--- src/rtl/ibuffer_warp_gen.sv ---
// ibuffer_warp_gen
// Per-warp instruction buffer sitting between the dual decode stage and the
// issue unit / operand collector. Holds DEPTH decoded instructions with an
// opaque payload, issues the head in order under scoreboard gating, tracks one
// outstanding memory instruction for per-thread replay, and retires EXIT.
//
// Three pointers walk a circular array (one extra wrap bit each):
//   wp  - next free slot for decode writes
//   rp  - oldest not-yet-issued entry (head)
//   irp - oldest still-resident entry; differs from rp only while a memory
//         instruction is outstanding awaiting completion feedback
//
// Ports
//   clk, rst                 clock, asynchronous active-high reset
//   if_pending, req_if       fetch throttling towards IF
//   wr_*_0 / wr_*_1          two decoded instructions per cycle (slot 0 older)
//   active_mask, drop, flush SIMT mask for writes, write suppression, discard
//   oc_full, scb_*           issue gating and scoreboard ID for the head
//   iss_*                    issue request/grant towards the IU
//   scb_alloc                head granted; scoreboard allocates scb_id
//   fb_*                     memory completion feedback for the irp entry
//   replay_done*             outstanding memory instruction fully served
//   exit_req, exit_grt       EXIT retirement handshake
//   occupancy, overflow_err  wp-irp, sticky write-overflow flag
module ibuffer_warp_gen #(
  parameter int NUM_THREADS = 8,
  parameter int DEPTH       = 4,
  parameter int PAYLOAD_W   = 64,
  parameter int SCB_ID_W    = 2,
  localparam int IDX_W      = $clog2(DEPTH),
  localparam int PTR_W      = IDX_W + 1
) (
  input  logic                   clk,
  input  logic                   rst,
  input  logic [1:0]             if_pending,
  output logic                   req_if,
  input  logic                   wr_valid_0,
  input  logic                   wr_valid_1,
  input  logic [PAYLOAD_W-1:0]   wr_payload_0,
  input  logic [PAYLOAD_W-1:0]   wr_payload_1,
  input  logic                   wr_mem_0,
  input  logic                   wr_mem_1,
  input  logic                   wr_exit_0,
  input  logic                   wr_exit_1,
  input  logic [NUM_THREADS-1:0] active_mask,
  input  logic                   drop,
  input  logic                   flush,
  input  logic                   oc_full,
  input  logic                   scb_block,
  input  logic                   scb_empty,
  input  logic [SCB_ID_W-1:0]    scb_id,
  output logic                   iss_req,
  input  logic                   iss_grt,
  output logic                   iss_replay,
  output logic [PAYLOAD_W-1:0]   iss_payload,
  output logic [NUM_THREADS-1:0] iss_mask,
  output logic [SCB_ID_W-1:0]    iss_scb_id,
  output logic                   scb_alloc,
  input  logic                   fb_pos_valid,
  input  logic [NUM_THREADS-1:0] fb_pos_mask,
  input  logic                   fb_zero_valid,
  output logic                   replay_done,
  output logic [SCB_ID_W-1:0]    replay_done_scb_id,
  output logic                   exit_req,
  input  logic                   exit_grt,
  output logic [PTR_W-1:0]       occupancy,
  output logic                   overflow_err
);

  // Control state
  logic [PTR_W-1:0] wp, rp, irp;
  logic [DEPTH-1:0] ent_valid, ent_replay, ent_mem, ent_exit;
  logic             ovf_q;

  // Data state (no reset needed: only read behind a valid bit)
  logic [NUM_THREADS-1:0] ent_mask    [DEPTH];
  logic [SCB_ID_W-1:0]    ent_scb     [DEPTH];
  logic [PAYLOAD_W-1:0]   ent_payload [DEPTH];

  logic [IDX_W-1:0] wp_idx, rp_idx, irp_idx, w1_idx, rpn_idx;
  logic [PTR_W-1:0] occ, rp_next, irp_next, wp_next, flush_cnt;
  logic [1:0]       n_wr;
  logic [PTR_W:0]   space;
  logic [PTR_W+1:0] demand;
  logic             do_write, wr_ovf;
  logic             irp_live, mask_next_nz, replay_cond, head_base, sel_replay;
  logic             head_grant, replay_grant, exit_fire, fb_done;
  logic [NUM_THREADS-1:0] mask_next;
  logic [DEPTH-1:0] flush_kill, valid_clr, valid_nxt, replay_nxt, mem_nxt, exit_nxt;

  assign wp_idx  = wp[IDX_W-1:0];
  assign rp_idx  = rp[IDX_W-1:0];
  assign irp_idx = irp[IDX_W-1:0];
  // Slot 1 lands right after slot 0, or at wp itself when slot 0 is empty.
  assign w1_idx  = wp_idx + IDX_W'(wr_valid_0);

  assign occ       = wp - irp;
  assign occupancy = occ;

  // Writes are all-or-nothing: a pair that does not fit is dropped entirely.
  assign n_wr     = (drop | flush) ? 2'd0 : ({1'b0, wr_valid_0} + {1'b0, wr_valid_1});
  assign space    = (PTR_W+1)'(DEPTH) - {1'b0, occ};
  assign wr_ovf   = {{(PTR_W-1){1'b0}}, n_wr} > space;
  assign do_write = (n_wr != 2'd0) && !wr_ovf;

  assign demand = {2'b00, occ} + (PTR_W+2)'(if_pending) + (PTR_W+2)'(n_wr);
  assign req_if = demand < (PTR_W+2)'(DEPTH);

  // Feedback always targets the outstanding memory entry at irp.
  assign irp_live     = (irp != rp) && ent_valid[irp_idx];
  assign mask_next    = fb_pos_valid ? (ent_mask[irp_idx] & ~fb_pos_mask) : ent_mask[irp_idx];
  assign mask_next_nz = |mask_next;
  assign fb_done      = irp_live & ~mask_next_nz;
  assign replay_cond  = ent_replay[irp_idx] | fb_zero_valid | (fb_pos_valid & mask_next_nz);

  assign head_base = ent_valid[rp_idx] & ~ent_exit[rp_idx] & ~scb_block & ~oc_full;

  // Replay has priority; with a memory op outstanding only non-mem heads may
  // issue, which keeps at most one memory instruction in flight.
  always_comb begin
    sel_replay = 1'b0;
    iss_req    = 1'b0;
    if (!irp_live) begin
      iss_req = head_base;
    end else if (replay_cond) begin
      sel_replay = 1'b1;
      iss_req    = ~oc_full;
    end else begin
      iss_req = head_base & ~ent_mem[rp_idx];
    end
  end

  assign iss_replay   = sel_replay;
  assign iss_payload  = sel_replay ? ent_payload[irp_idx] : ent_payload[rp_idx];
  // A replay carries only the threads still unserved, including this cycle's feedback.
  assign iss_mask     = sel_replay ? mask_next : ent_mask[rp_idx];
  assign iss_scb_id   = ent_scb[irp_idx];
  assign head_grant   = iss_req & iss_grt & ~sel_replay;
  assign replay_grant = iss_req & iss_grt & sel_replay;
  assign scb_alloc    = head_grant;

  assign replay_done        = fb_done;
  assign replay_done_scb_id = ent_scb[irp_idx];

  assign exit_req  = ent_valid[rp_idx] & ent_exit[rp_idx] & scb_empty & (irp == rp);
  assign exit_fire = exit_req & exit_grt;

  assign rp_next   = rp + PTR_W'(head_grant | exit_fire);
  assign rpn_idx   = rp_next[IDX_W-1:0];
  assign flush_cnt = wp - rp_next;

  // Entries in [rp_next, wp) are the not-yet-issued ones a flush discards.
  always_comb begin
    flush_kill = '0;
    for (int k = 0; k < DEPTH; k++) begin
      if (PTR_W'(k) < flush_cnt) begin
        flush_kill[rpn_idx + IDX_W'(k)] = 1'b1;
      end
    end
  end

  always_comb begin
    valid_clr  = ent_valid;
    replay_nxt = ent_replay;
    if (fb_done) begin
      valid_clr[irp_idx] = 1'b0;
    end else if (irp_live & (fb_pos_valid | fb_zero_valid)) begin
      replay_nxt[irp_idx] = 1'b1;
    end
    // A replay granted this cycle already carries this cycle's feedback mask.
    if (replay_grant) replay_nxt[irp_idx] = 1'b0;
    if (head_grant) begin
      replay_nxt[rp_idx] = 1'b0;
      // Memory entries stay resident until all threads are served.
      if (!ent_mem[rp_idx]) valid_clr[rp_idx] = 1'b0;
    end
    if (exit_fire) valid_clr[rp_idx] = 1'b0;

    valid_nxt = valid_clr;
    mem_nxt   = ent_mem;
    exit_nxt  = ent_exit;
    if (flush) begin
      valid_nxt = valid_clr & ~flush_kill;
    end else if (do_write) begin
      if (wr_valid_0) begin
        valid_nxt[wp_idx]  = 1'b1;
        replay_nxt[wp_idx] = 1'b0;
        mem_nxt[wp_idx]    = wr_mem_0;
        exit_nxt[wp_idx]   = wr_exit_0;
      end
      if (wr_valid_1) begin
        valid_nxt[w1_idx]  = 1'b1;
        replay_nxt[w1_idx] = 1'b0;
        mem_nxt[w1_idx]    = wr_mem_1;
        exit_nxt[w1_idx]   = wr_exit_1;
      end
    end
  end

  // irp catches up with the head once its entry has been released; a write
  // landing on an empty irp slot leaves irp == rp_next == rp anyway.
  assign irp_next = valid_clr[irp_idx] ? irp : rp_next;

  always_comb begin
    wp_next = wp;
    if (flush)         wp_next = rp_next;
    else if (do_write) wp_next = wp + PTR_W'(n_wr);
  end

  always_ff @(posedge clk or posedge rst) begin
    if (rst) begin
      wp         <= '0;
      rp         <= '0;
      irp        <= '0;
      ent_valid  <= '0;
      ent_replay <= '0;
      ent_mem    <= '0;
      ent_exit   <= '0;
      ovf_q      <= 1'b0;
    end else begin
      wp         <= wp_next;
      rp         <= rp_next;
      irp        <= irp_next;
      ent_valid  <= valid_nxt;
      ent_replay <= replay_nxt;
      ent_mem    <= mem_nxt;
      ent_exit   <= exit_nxt;
      if (wr_ovf) ovf_q <= 1'b1;
    end
  end

  assign overflow_err = ovf_q;

  always_ff @(posedge clk) begin
    if (irp_live) ent_mask[irp_idx] <= mask_next;
    if (head_grant) ent_scb[rp_idx] <= scb_id;
    if (do_write) begin
      if (wr_valid_0) begin
        ent_mask[wp_idx]    <= active_mask;
        ent_payload[wp_idx] <= wr_payload_0;
      end
      if (wr_valid_1) begin
        ent_mask[w1_idx]    <= active_mask;
        ent_payload[w1_idx] <= wr_payload_1;
      end
    end
  end

endmodule

--- config.mk ---
export PLATFORM = sky130hd
export DESIGN_NAME = ibuffer_warp_gen
export DESIGN_NICKNAME = d
export VERILOG_FILES = /design/src/rtl/ibuffer_warp_gen.sv
export SDC_FILE = /design/constraint.sdc
export NUM_CORES = 1
export LEC_CHECK = 0
export BUFFER_PORTS_ARGS = -buffer_cell sky130_fd_sc_hd__buf_2
export CORE_ASPECT_RATIO = 1.2
export CORE_MARGIN = 5
export CORE_UTILIZATION = 40
export DETAILED_ROUTE_END_ITERATION = 8
export PLACE_DENSITY = 0.62
export SYNTH_ARGS = -nofsm -noshare
export SYNTH_HDL_FRONTEND = slang
export SYNTH_SLANG_ARGS = --single-unit
--- constraint.sdc ---
create_clock -name clk -period 6.2 [get_ports clk]
set_clock_uncertainty 0.1 [all_clocks]
set_input_delay 0.31 -clock clk [delete_from_list [all_inputs] [get_ports clk]]
set_output_delay 0.31 -clock clk [all_outputs]
set_load 0.05 [all_outputs]
==> metrics, run 1 <==
Die Area 0.05199 mm^2; post-route DRC violation count 0; fin crit period 5.234 ns; cell area after layout 0.02249 mm^2; run status completed; largest family of logic cells by synthesized area multiplexers; vias per inst 5.554; HP Class input pin to flop; synthesized area per cell 13.97 um^2; Max Slew Vio Count 0; dpl hpwl 34,370 um; crit-path max FO 41; share of cells above drive strength 1 47.02%; Period Utilization, post-route 84.42%; initial antenna violation count 16; unrepaired setup endpoints after global routing no; initial core utilization 40.42%; synthesized cell area 0.01901 mm^2; cts repair resizes 0; wire per inst 23.69 um; Critical path origin irp[1]; TritonCTS clock tree yes; total CTS buffers 36; Slew Limit Headroom 32.26%; IO Port Bufs 250; fillers 4,202; TritonCTS Sinks 322; drt first pass iters 5; Detailed Route WL 53,970 um; GRT Overall Usage 20.31%; top cell type's share of synthesized area 46.76%; HP Start wr_payload_1[16]; #FFs+latches synth 322; Hold Path Sink ent_payload[1][16]; EDFF count, synth 296; clk root buf clkbuf_16; Worst setup SP type flop; hold path depth 2; Leakage Power 8.400 nW; flop2flop setup slack 0.97 ns; core footprint 0.04703 mm^2; post-synthesis sequential area ratio 50.19%; Cell variety after synth 59; CTS clk-pin slew, worst paths 0.06 ns; Net Count, Synth 1,542; Tightest Pin Transition 1.016 ns; dominant cell type by area after synthesis edfxtp_1; antenna viol nets, final 0; Area Growth Syn to Fin 18.33%; std cell rows 87; mux cell area share after synthesis 34.39%; Tot Pwr 11.08 mW; most numerous cell in the Yosys netlist nand2_1; vias in the first global route 13,720; Sum Neg Setup Slack 0 ns; PwrDens 492.9 mW/mm^2; MaxCap Viol Count 0; Non-Filler Instances 2,278; vias 12,650; # H-tree levels 2; yosys warns 0; critical path arrival 5.41 ns; worst vdd ir 0.4286 mV; placed cell areas 0.02104 mm^2; Main synth FF type edfxtp_1; chip width 209.0 um; final-report setup violation count 0; Synth Area in Adders 1.211%; synth top area cells edfxtp_1 47%, mux4_2 18%, mux2_2 16%; Post-Place Cells 2,172; DR iter-0 viols 863; Post-synth top cells 297 x nand2_1, 296 x edfxtp_1, 277 x mux2_2; Async SR Flop Fraction 8.075%; CP Capture Type flop; Clock Tree Buf Depth 3; reg2reg start irp[1]; first-pass GRT wire length 81,640 um; Crit path required time 6.38 ns; Synth Area in Compound Gates 2.910%; Cells after Synth 1,361; final hold vios 0; FF-to-FF path depth 12; GP Congestion 0.8645; simple-gate area share of the yosys netlist 8.327%; r2r endpoint ent_payload[2][12]; FMAX 191.0 MHz; largest net degree at the start of global routing 65; critical path class flop to flop; # nets final 1,800; Skew-Pair Late Insertion Delay 0.53 ns; total gr overflow 0; I/O Pins 251; die height 248.8 um; post-synthesis xor/xnor area fraction 0.5530%
final cells by class:
class                   count  area [um^2]  area share, %
flip-flops and latches    322         9554          42.48
multi-input cells         923         9049          40.23
repair buffers            310         1869          8.312
clock buffers              43        927.1          4.122
well taps                 623        779.5          3.466
clock inverters            20        180.2         0.8011
inverters                  26        103.9         0.4618
diodes                     11        27.53         0.1224
stage by stage:
stage	hold WS [ns]	setup WS (ns)	util, %
global placement	0.3190	1.340	44.73
detailed placement	0.3108	1.117	44.73
global route	0.003215	0.6418	47.81
floorplan	0.2500	0.1776	-
finish	0.02462	0.9657	47.83
CTS	0.0001475	0.8818	47.77
state kept, by name, summed over array words and instances, names as in the netlist:
name	count
ent_mem	4
ent_exit	4
ent_mask	32
rp	3
ent_replay	4
ent_payload	256
overflow_err	1
wp	3
irp	3
ent_valid	4
ent_scb	8
cells in the final DEF, fill, tap and decap left out, types with 5 or more instances in the layout:
cell | netlist | routed
a21boi_0 | 7 | 7
a21oi_1 | 21 | 20
buf_12 | 0 | 7
buf_2 | 0 | 250
buf_4 | 2 | 21
clkbuf_1 | 84 | 7
clkbuf_16 | 0 | 36
clkinv_1 | 0 | 10
clkinv_2 | 0 | 7
dfrtp_1 | 26 | 22
diode_2 | 0 | 11
dlygate4sd3_1 | 0 | 32
edfxtp_1 | 296 | 296
ha_1 | 12 | 12
inv_1 | 25 | 22
mux2_2 | 277 | 277
mux2i_1 | 5 | 5
mux4_2 | 149 | 149
nand2_1 | 297 | 293
nand2b_1 | 11 | 11
nand3_1 | 5 | 5
nor2_1 | 30 | 30
nor3_1 | 9 | 9
o21ai_0 | 16 | 15
or2_2 | 5 | 5
xor2_1 | 8 | 8
repair_timing:
| item | in CTS | in global routing |
|---|---|---|
| hold buffers | 32 | 0 |
| hold endpoints to repair | 73 | 0 |
| setup buffers | 0 | 0 |
per-layer routing:
| metal | up-vias | GRT usage [%] | share of wire [%] |
|---|---|---|---|
| met5 | - | 0 | 0.085 |
| met2 | 383 | 37.54 | 54 |
| met4 | 10 | 6.005 | 2.5 |
| met3 | 79 | 3.653 | 5.9 |
| li1 | 5787 | - | - |
| met1 | 6393 | 24.05 | 38 |
worst max path at each step:
stage / slack, ns / depth (start not counted) / to
3_3_place_gp: 1.34 / 17 / ent_valid[1]
4_1_cts: 0.88 / 11 / iss_payload[45]
3_5_place_dp: 1.12 / 17 / ent_valid[1]
5_1_grt: 0.64 / 17 / ent_valid[1]
6_report: 0.97 / 12 / ent_payload[2][12]
2_1_floorplan: 0.18 / 12 / ent_mask[0][0]
critical path, stage by stage, from the launching register on:
cell and delay, ns:
dfrtp_4 0.88, inv_1 0.33, fa_1 0.48, xor2_1 0.16
xnor2_1 0.30, mux2_2 0.38, a211oi_1 0.32, a21oi_2 0.05
buf_4 0.23, nand2_4 0.40, buf_12 0.35, mux2_2 0.38
dlygate4sd3_1 0.56
power breakdown:
group	switching [mW]	internal, mW	leakage (nW)
Clock	0.876	1.19	0.537
Sequential	0.308	2.74	3.01
Combinational	3.93	2.04	4.86
Total	5.12	5.97	8.40
cell families (layout without fill, tap and decap cells):
family                   after synthesis  count (layout)
multiplexers                         432             432
XOR/XNOR                              12              12
flip-flops                           322             322
other                                  0              11
buffers and inverters                116             399
adder cells (fa/ha/maj)               16              16
AND/OR/NAND/NOR                      384             384
AO/OA/AOI/OAI                         79              79
(Power assumes the default switching activity.)
==> run 2, diff against run 1 <==
PLACE_DENSITY = 0.64   (was 0.62)
clock period = 4.53 ns   (was 6.2 ns; I/O delays follow)
==> metrics, run 2 (synthesis results as in run 1) <==
Post-Place Cells 2,183; Clock Power Share 19.0%; Worst setup SP type flop; dpl hpwl 33,400 um; hold path depth 4; WP depth 16; initial antenna violation count 2; die height 248.8 um; Detailed Route WL 56,300 um; vias in the first global route 14,680; initial core utilization 40.42%; crit-path max FO 32; fin worst setup slack 0.1484 ns; Skew-Pair Late Insertion Delay 0.55 ns; critical path class flop to flop; share of cells above drive strength 1 43.77%; vias 13,640; Most flops, register ent_payload; Crit path top cell by count inv_1; dpl ws 0.3322 ns; FF/Latch Area 0.009554 mm^2; DR iter-0 viols 797; area of the multi-input gates 0.009087 mm^2; total gr overflow 0; met2 Use GR 38.62%; Die Area 0.05199 mm^2; FMAX 228.2 MHz; total CTS buffers 38; Net Sw Frac 45.62%; CTS clk-pin slew, worst paths 0.06 ns; part of the power in registers 25.7%; IO Port Bufs 250; unrepaired setup endpoints after global routing yes; kind of cell with the highest combined delay on the critical path buffers and inverters; TritonCTS Sinks 322; met1 usage 25.77%; FF-to-FF path depth 16; CP bufs+invs 7; clk root buf clkbuf_16; GRT Overall Usage 21.13%; final hold vios 0; final-report setup violation count 0; # H-tree levels 2; Non-Filler Instances 2,446; Int Pwr 8.544 mW; I/O Pins 251; biggest regs ent_payload (256), ent_mask (32), ent_scb (8); post-route DRC violation count 0; Psw 7.166 mW; CP Capture Type flop; Max stage delay cell, worst path dlygate4sd3_1; drt first pass iters 5; M3 GR Usage 3.539%; Leakage Power 9.218 nW; largest net degree at the start of global routing 78; most frequent cells in the layout 296 x edfxtp_1, 293 x nand2_1, 277 x mux2_2, 250 x buf_2, 190 x dlygate4sd3_1; fillers 3,986; max reg flops 256; Slew Limit Headroom 35.06%; combinational fraction of design power 55.3%; vias per inst 5.574; Max Slew Vio Count 0; Tightest Pin Transition 0.9741 ns; TritonCTS clock tree yes; PwrDens 644.2 mW/mm^2; std cell rows 87; # nets final 1,978; layer with the highest usage met2; fin crit period 4.382 ns; Sum Neg Setup Slack 0 ns; crit-path max cell delay 0.56 ns; critical path arrival 4.57 ns; chip width 209.0 um; wire per inst 23.02 um; HP Class input pin to flop; run status completed; final core occ 51.86%; core footprint 0.04703 mm^2; worst vdd ir 0.4908 mV; antenna viol nets, final 0; Clock Tree Buf Depth 3; commonest non-fill, non-tap cell in the layout edfxtp_1; crit path cell chain inv_1 -> ha_1 -> inv_1 -> fa_2 -> inv_1 -> ha_1 -> inv_1 -> ha_1 -> a21oi_1 -> a211oi_2 -> a21oi_2 -> buf_4 -> nand2_4 -> buf_16 -> mux2_2 -> dlygate4sd3_1; GP Congestion 0.8602; Area Growth Syn to Fin 28.30%; MaxCap Viol Count 0; Crit path required time 4.72 ns; first-pass GRT wire length 86,000 um; Period Utilization, post-route 96.72%; Tot Pwr 15.71 mW
==> run 2: cell types whose count changed in the layout (fill, tap and decap cells not counted), moves of 2 or more <==
cell,delta
dlygate4sd3_1,+158
buf_4,+12
diode_2,-9
clkbuf_16,+4
buf_12,+3
clkinv_1,-3
clkbuf_1,+2
o21ai_1,-2
==> run 2: worst reg2reg max path, delay by kind of cell (launching register included) <==
family          cells  cell delay [ns]
simple gates        1             0.15
buf+inv             7             1.38
compound gates      3             0.35
fa+ha+maj           4             1.27
flops               1             0.45
mux                 1             0.44
==> run 2: area by class of cell <==
type	count	area share, %
flip-flops and latches	322	39.18
clock buffers	47	4.038
diodes	2	0.02052
multi-input cells	923	37.27
well taps	623	3.197
repair buffers	486	15.08
clock inverters	17	0.7799
inverters	26	0.4361
==> run 2: worst paths after layout <==
path | end | start | slack [ns]
setup / recovery | ent_payload[0][62] | wp[0] | 0.15
hold / removal | ent_mask[1][5] | fb_pos_mask[5] | 0.11
setup reg to reg | ent_payload[0][62] | wp[0] | 0.15
hold reg to reg | overflow_err | overflow_err | 0.39
max in group asynchronous | irp[0] | rst | 3.81
min in group asynchronous | irp[2] | rst | 0.22
==> run 2: power by group through the flow <==
stage | combinational [mW] | sequential [mW] | clock, mW
final | 8.70 | 4.03 | 2.98
after global routing | 9.30 | 4.07 | 3.16
after CTS | 8.71 | 4.04 | 3.04
after detailed placement | 8.53 | 4.10 | 0
after global placement | 8.44 | 4.07 | 0
after floorplan | 6.43 | 3.93 | 0
==> run 2: what timing repair did <==
item                       CTS  global route
setup endpoints to repair    0            52
hold buffers               190             0
hold endpoints to repair   333             0
setup buffers                0             6
resized for setup            0             5
==> run 2: per-stage QoR <==
step                instance area (um^2)  hold slack, ns
floorplan                          19040          0.1665
global placement                   21210          0.2294
detailed placement                 21210          0.2287
CTS                                24280         0.08679
global route                       24390          0.1286
finish                             24390          0.1149
==> run 2: metal layers <==
layer	wire, um	vias up
met5	0	-
met4	1109	0
met3	3423	72
met2	29900	472
met1	21860	6962
li1	-	6129
